===== src/rtl/lib_uart_pkg.sv =====
// Shared UART receive types and constants.
// Imported by uart_rx_buf and uart_rx_fifo.
package lib_uart;

    typedef enum logic [2:0] {
        IDLE,
        START,
        DATA,
        STOP,
        BREAK
    } RX_STATE;

    localparam int   UART_DATA_BITS = 8;
    localparam logic UART_IDLE      = 1'b1;

endpackage


===== src/rtl/uart_rx_fifo.sv =====
// First-word fall-through byte FIFO for the UART receiver.
// Pointers carry one extra wrap bit so full/empty need no occupancy counter.
module uart_rx_fifo
    import lib_uart::*;
#(
    parameter int DEPTH = 4
) (
    input  logic                      clk,
    input  logic                      reset,
    input  logic                      push,
    input  logic [UART_DATA_BITS-1:0] push_data,
    input  logic                      pop,
    output logic                      full,
    output logic                      empty,
    output logic [UART_DATA_BITS-1:0] head
);

    localparam int AW = $clog2(DEPTH);
    localparam int PW = AW + 1;

    logic [PW-1:0]             wr_ptr_q, wr_ptr_d;
    logic [PW-1:0]             rd_ptr_q, rd_ptr_d;
    logic [UART_DATA_BITS-1:0] mem_q [DEPTH];
    logic [UART_DATA_BITS-1:0] mem_d [DEPTH];
    logic [DEPTH-1:0]          entry_we;
    logic                      do_push;
    logic                      do_pop;

    always_comb begin
        empty    = (wr_ptr_q == rd_ptr_q);
        full     = (wr_ptr_q == {~rd_ptr_q[PW-1], rd_ptr_q[AW-1:0]});
        do_pop   = pop & ~empty;
        // A pop in the same cycle frees the slot, so a full FIFO still accepts the push.
        do_push  = push & (~full | do_pop);
        wr_ptr_d = do_push ? wr_ptr_q + PW'(1) : wr_ptr_q;
        rd_ptr_d = do_pop  ? rd_ptr_q + PW'(1) : rd_ptr_q;
    end

    genvar gi;
    generate
        for (gi = 0; gi < DEPTH; gi++) begin : g_entry_we
            assign entry_we[gi] = do_push & (wr_ptr_q[AW-1:0] == AW'(gi));
        end
    endgenerate

    always_comb begin
        for (int i = 0; i < DEPTH; i++) begin
            mem_d[i] = entry_we[i] ? push_data : mem_q[i];
        end
    end

    always_ff @(posedge clk or negedge reset) begin
        if (!reset) begin
            wr_ptr_q <= '0;
            rd_ptr_q <= '0;
            for (int i = 0; i < DEPTH; i++) begin
                mem_q[i] <= '0;
            end
        end else begin
            wr_ptr_q <= wr_ptr_d;
            rd_ptr_q <= rd_ptr_d;
            for (int i = 0; i < DEPTH; i++) begin
                mem_q[i] <= mem_d[i];
            end
        end
    end

    assign head = mem_q[rd_ptr_q[AW-1:0]];

endmodule


===== src/rtl/uart_rx_buf.sv =====
// 8N1 UART receiver with a receive buffer for the CPU R_IO read path.
// Define UART_RX_FIFO_EN for a DEPTH-entry FIFO; otherwise a single holding register is used.
module uart_rx_buf
    import lib_uart::*;
#(
    parameter int WAIT  = 8,
    parameter int DEPTH = 4
) (
    input  logic                      clk,
    input  logic                      reset,
    input  logic                      uart_rx,
    input  logic                      rd_en,
    output logic [UART_DATA_BITS-1:0] rd_data,
    output logic                      rd_valid,
    output logic                      overrun,
    output logic                      frame_err,
    input  logic                      clr_err
);

    localparam int CW = $clog2(WAIT);
    localparam logic [CW-1:0] HALF_LAST = CW'(WAIT / 2 - 1);
    localparam logic [CW-1:0] BIT_LAST  = CW'(WAIT - 1);
    localparam logic [2:0]    IDX_LAST  = 3'(UART_DATA_BITS - 1);
    localparam bit PARAMS_OK = (WAIT >= 4) && (WAIT % 2 == 0) &&
                               (DEPTH >= 2) && ((DEPTH & (DEPTH - 1)) == 0);

    logic                      rx_meta_q, rx_meta_d;
    logic                      rx_s_q, rx_s_d;
    RX_STATE                   state_q, state_d;
    logic [CW-1:0]             cnt_q, cnt_d;
    logic [2:0]                bit_idx_q, bit_idx_d;
    logic [UART_DATA_BITS-1:0] shift_q, shift_d;
    logic                      overrun_q, overrun_d;
    logic                      frame_err_q, frame_err_d;
    logic                      push_req;
    logic                      ferr_set;
    logic                      ovr_set;
    logic                      buf_full;
    logic                      buf_valid;

    always_comb begin
        rx_meta_d = uart_rx;
        rx_s_d    = rx_meta_q;
    end

    always_comb begin
        state_d   = state_q;
        cnt_d     = cnt_q;
        bit_idx_d = bit_idx_q;
        shift_d   = shift_q;
        push_req  = 1'b0;
        ferr_set  = 1'b0;
        case (state_q)
            IDLE: begin
                if (!rx_s_q) begin
                    state_d = START;
                    cnt_d   = '0;
                end
            end
            START: begin
                if (cnt_q == HALF_LAST) begin
                    cnt_d = '0;
                    if (!rx_s_q) begin
                        state_d   = DATA;
                        bit_idx_d = '0;
                    end else begin
                        state_d = IDLE;
                    end
                end else begin
                    cnt_d = cnt_q + CW'(1);
                end
            end
            DATA: begin
                if (cnt_q == BIT_LAST) begin
                    cnt_d   = '0;
                    shift_d = {rx_s_q, shift_q[UART_DATA_BITS-1:1]};
                    if (bit_idx_q == IDX_LAST) begin
                        state_d = STOP;
                    end else begin
                        bit_idx_d = bit_idx_q + 3'd1;
                    end
                end else begin
                    cnt_d = cnt_q + CW'(1);
                end
            end
            STOP: begin
                if (cnt_q == BIT_LAST) begin
                    cnt_d = '0;
                    if (rx_s_q) begin
                        push_req = 1'b1;
                        state_d  = IDLE;
                    end else begin
                        ferr_set = 1'b1;
                        state_d  = BREAK;
                    end
                end else begin
                    cnt_d = cnt_q + CW'(1);
                end
            end
            BREAK: begin
                // Hold off until the line returns high so a stuck-low line cannot retrigger.
                if (rx_s_q) begin
                    state_d = IDLE;
                end
            end
            default: begin
                state_d = IDLE;
            end
        endcase
    end

    always_comb begin
        ovr_set     = push_req & buf_full & ~rd_en;
        overrun_d   = ovr_set  | (overrun_q   & ~clr_err);
        frame_err_d = ferr_set | (frame_err_q & ~clr_err);
    end

    always_ff @(posedge clk or negedge reset) begin
        if (!reset) begin
            rx_meta_q   <= UART_IDLE;
            rx_s_q      <= UART_IDLE;
            state_q     <= IDLE;
            cnt_q       <= '0;
            bit_idx_q   <= '0;
            shift_q     <= '0;
            overrun_q   <= 1'b0;
            frame_err_q <= 1'b0;
        end else begin
            rx_meta_q   <= rx_meta_d;
            rx_s_q      <= rx_s_d;
            state_q     <= state_d;
            cnt_q       <= cnt_d;
            bit_idx_q   <= bit_idx_d;
            shift_q     <= shift_d;
            overrun_q   <= overrun_d;
            frame_err_q <= frame_err_d;
        end
    end

`ifdef UART_RX_FIFO_EN
    logic fifo_empty;

    uart_rx_fifo #(
        .DEPTH (DEPTH)
    ) u_fifo (
        .clk       (clk),
        .reset     (reset),
        .push      (push_req),
        .push_data (shift_q),
        .pop       (rd_en),
        .full      (buf_full),
        .empty     (fifo_empty),
        .head      (rd_data)
    );

    assign buf_valid = ~fifo_empty;
`else
    logic [UART_DATA_BITS-1:0] hold_q, hold_d;
    logic                      hold_vld_q, hold_vld_d;
    logic                      hold_push;
    logic                      hold_pop;

    always_comb begin
        hold_pop   = rd_en & hold_vld_q;
        hold_push  = push_req & (~hold_vld_q | hold_pop);
        hold_d     = hold_push ? shift_q : hold_q;
        hold_vld_d = hold_push | (hold_vld_q & ~hold_pop);
    end

    always_ff @(posedge clk or negedge reset) begin
        if (!reset) begin
            hold_q     <= '0;
            hold_vld_q <= 1'b0;
        end else begin
            hold_q     <= hold_d;
            hold_vld_q <= hold_vld_d;
        end
    end

    assign buf_full  = hold_vld_q;
    assign buf_valid = hold_vld_q;
    assign rd_data   = hold_q;
`endif

    // A misconfigured instance never presents data.
    assign rd_valid  = buf_valid & PARAMS_OK;
    assign overrun   = overrun_q;
    assign frame_err = frame_err_q;

endmodule

===== config.mk =====
export PLATFORM = sky130hd
export DESIGN_NAME = uart_rx_buf
export DESIGN_NICKNAME = d
export VERILOG_FILES = /design/src/rtl/lib_uart_pkg.sv /design/src/rtl/uart_rx_fifo.sv /design/src/rtl/uart_rx_buf.sv
export SDC_FILE = /design/constraint.sdc
export NUM_CORES = 1
export LEC_CHECK = 0
export BUFFER_PORTS_ARGS = -buffer_cell sky130_fd_sc_hd__buf_2
export CAP_MARGIN = 40
export CORE_MARGIN = 2
export CORE_UTILIZATION = 50
export CTS_CLUSTER_SIZE = 25
export DETAILED_ROUTE_END_ITERATION = 6
export PLACE_DENSITY = 0.7
export RECOVER_POWER = 50
export SLEW_MARGIN = 25
export SYNTH_ARGS = -nofsm -noshare
export SYNTH_HDL_FRONTEND = slang
export SYNTH_SLANG_ARGS = --single-unit

===== constraint.sdc =====
create_clock -name clk -period 4.7 [get_ports clk]
set_input_delay 0.235 -clock clk [delete_from_list [all_inputs] [get_ports clk]]
set_output_delay 0.235 -clock clk [all_outputs]
set_load 0.005 [all_outputs]

==> results.yml <==
outcome:
  violations: "capacitance limit, slew limit"
  status: "complete, but fails checks"
grt:
  antenna_found_initial: 0
  first_global_vias: 821
  grt-ovfl-total: 0
  grt_max_degree: 31
  grt_pass1_wl_um: 3740
  track_usage_pct: 15.9
power:
  p_sw_share_pct: 31.8
  p_total_uw: 622
  p_leak_nw: 0.799
  pwr-share-comb_pct: 21.0
  seqPwrFrac_pct: 52.8
  clockPowerShare_pct: 26.2
  ir_worst_vdd_v: 0.000249
  p_int_uw: 424
  p_sw_uw: 198
  power-per-cell-area_nw_per_um2: 401
clock_tree:
  cts_resized: 0
  clock_path_buffers: 2
  cts_setup_buffers: 0
  clock_sinks: 30
  clk_pin_slew_ns: 0.10
  cts_tree: "done"
  holdBufCountCts: 2
  h-tree-depth: 2
  clock_latency_ns: 0.33
  cts_root_buf: "clkbuf_4"
  cts_buffers: 5
placed_design:
  post-place-cells: 148
  portBuffers: 15
  globalplace.congestion: 0.750
  hpwlAfterDp_um: 1500
logic_synthesis:
  ys_top_cells_by_count: "dfrtp_1 (28), mux2_2 (16), ha_1 (7), inv_1 (7), nand2_1 (6)"
  syn_nets: 117
  synth_area_um2: 1380
  synth_flop_cell: "dfrtp_1"
  seq_area_frac_synth_pct: 54.8
  async_flop_share_pct: 100
  ys_top_cells_by_area: "dfrtp_1 (51%), mux2_2 (13%), ha_1 (6.4%), dfstp_2 (3.8%), mux2i_1 (2.2%)"
  synth_most_common_cell: "dfrtp_1"
  yosys_register_bits: 30
  synth.distinct_cells: 31
  ys_warn_count: 0
  synth_edf_count: 0
  syn-instance-count: 105
  avgSynthCellArea_um2: 13.1
  synth_top_cell_area_share_pct: 51.0
  yosysTopAreaCell: "dfrtp_1"
timing:
  period_share_pct: 38.1
  holdWs_ns: 0.0947
  finalSetupViolCount: 0
  relSlewSlack_pct: -3.46
  rsz0062_at_grt: "no"
  worst_pin_slew_ns: 1.55
  finalCriticalPeriod_ns: 1.79
  hold_viol: 0
  setup_tns_ns: 0
  fmax_mhz: 559
  skew_ns: 0.0106
  slew_violations: 31
drt:
  drtIter0Drc: 25
  num_vias: 839
  viasPerCell: 5.31
  wl_per_cell_um: 13.8
  drt_pass1_iterations: 4
  ant_nets: 0
  wl_um: 2190
  drc: 0
floorplan:
  fp.coreArea_um2: 2690
  design.die.area_um2: 3190
  io_pins: 16
  die_y_um: 56.4
  start_util_pct: 51.2
  rows: 19
  die-width_um: 56.4
setup_path:
  critPathMaxFanout: 3
  crit_path_end_kind: "register"
  crit_arrival_ns: 2.01
  cp-start-kind: "register"
  crit_required_ns: 4.92
  path_class: "register to register"
cells_and_area:
  finalNonFillerCells: 158
  multiInputGateArea_um2: 576
  area_delta_synth_final_pct: 12.7
  seq_area_um2: 753
  nets: 138
  fin_util_pct: 57.7
  antennaDiodeCount: 0
  layout-drive-gt1-share_pct: 35.4
  nFillCells: 230
min_path:
  hold_path.class: "input pin to register"
job:
  drv_cap: 1
cells in the final DEF (no fill, tap or decap), types with 2 or more instances in the layout:
master	count
clkbuf_1	2
ha_1	7
nor2_1	5
nand2b_1	2
nor2b_1	2
dlygate4sd3_1	2
inv_1	7
o22ai_1	3
dfstp_2	2
nand2_1	6
mux2_2	16
a21oi_1	2
buf_2	13
clkbuf_4	5
dfrtp_1	28
mux2_4	2
mux2i_1	3
and3_1	3
worst paths after layout:
kind	from	to	slack, ns	depth (start not counted)
worst max-delay path	bit_idx_q[0]	bit_idx_q[1]	2.91	5
worst min-delay path	clr_err	overrun	0.09	2
worst max register to register	bit_idx_q[0]	bit_idx_q[1]	2.91	5
worst min register to register	rx_meta_q	rx_s_q	0.36	0
max in group asynchronous	reset	state_q[2]	2.98	2
min in group asynchronous	reset	state_q[1]	0.81	2
critical path, cell delays in order, from the launching register on:
cell and delay (ns):
dfrtp_1 0.40, ha_1 0.21, ha_1 0.19, or3_1 0.37, o22ai_4 0.19, mux2_4 0.32
final cells by class:
cell class	count	share of cell area (%)
repair buffers	17	5.97
clock buffers	6	3.31
clock inverters	2	0.807
inverters	7	1.69
flip-flops and latches	30	48.6
multi-input cells	65	37.1
well taps	31	2.50
cell families (layout without fill, tap and decap cells):
group                      after synthesis  in the layout  synth area share (%)
AOI/OAI and AO/OA                       11             11                  6.37
and+or+nand+nor                         26             26                  11.6
DFF                                     30             30                  54.8
buffers and inverters                   10             32                  3.37
muxes                                   21             21                  17.5
adders and majority gates                7              7                  6.37
power by group through the flow:
stage | Clock (mW) | Sequential, mW | Combinational, mW
2_1_floorplan | 0 | 0.309 | 0.123
3_3_place_gp | 0 | 0.331 | 0.126
3_5_place_dp | 0 | 0.333 | 0.133
4_1_cts | 0.172 | 0.328 | 0.133
5_1_grt | 0.185 | 0.334 | 0.148
6_report | 0.163 | 0.328 | 0.131
layer usage:
| layer | share of wire (%) | track usage [%] | vias up |
|---|---|---|---|
| li1 | - | - | 415 |
| met1 | 48 | 21.6 | 405 |
| met2 | 45 | 20.8 | 15 |
| met3 | 4.9 | 8.06 | 4 |
| met4 | 1.7 | 8.16 | 0 |
| met5 | 0 | 0 | - |
sequential cells by signal, summed over array words and instances, names as in the netlist:
signal and flops:
cnt_q 3, rx_meta_q 1, bit_idx_q 3, rd_data 8, frame_err 1, rx_s_q 1, shift_q 8, state_q 3
rd_valid 1, overrun 1
per-stage QoR:
| step | worst slack [ns] | area [µm²] |
|---|---|---|
| floorplan | 3.00 | 1380 |
| detailed placement | 2.92 | 1470 |
| CTS | 2.89 | 1550 |
| finish | 2.91 | 1550 |
| global route | 2.55 | 1550 |
| global placement | 2.93 | 1470 |
Note: power is estimated with default switching activity, not from simulation.
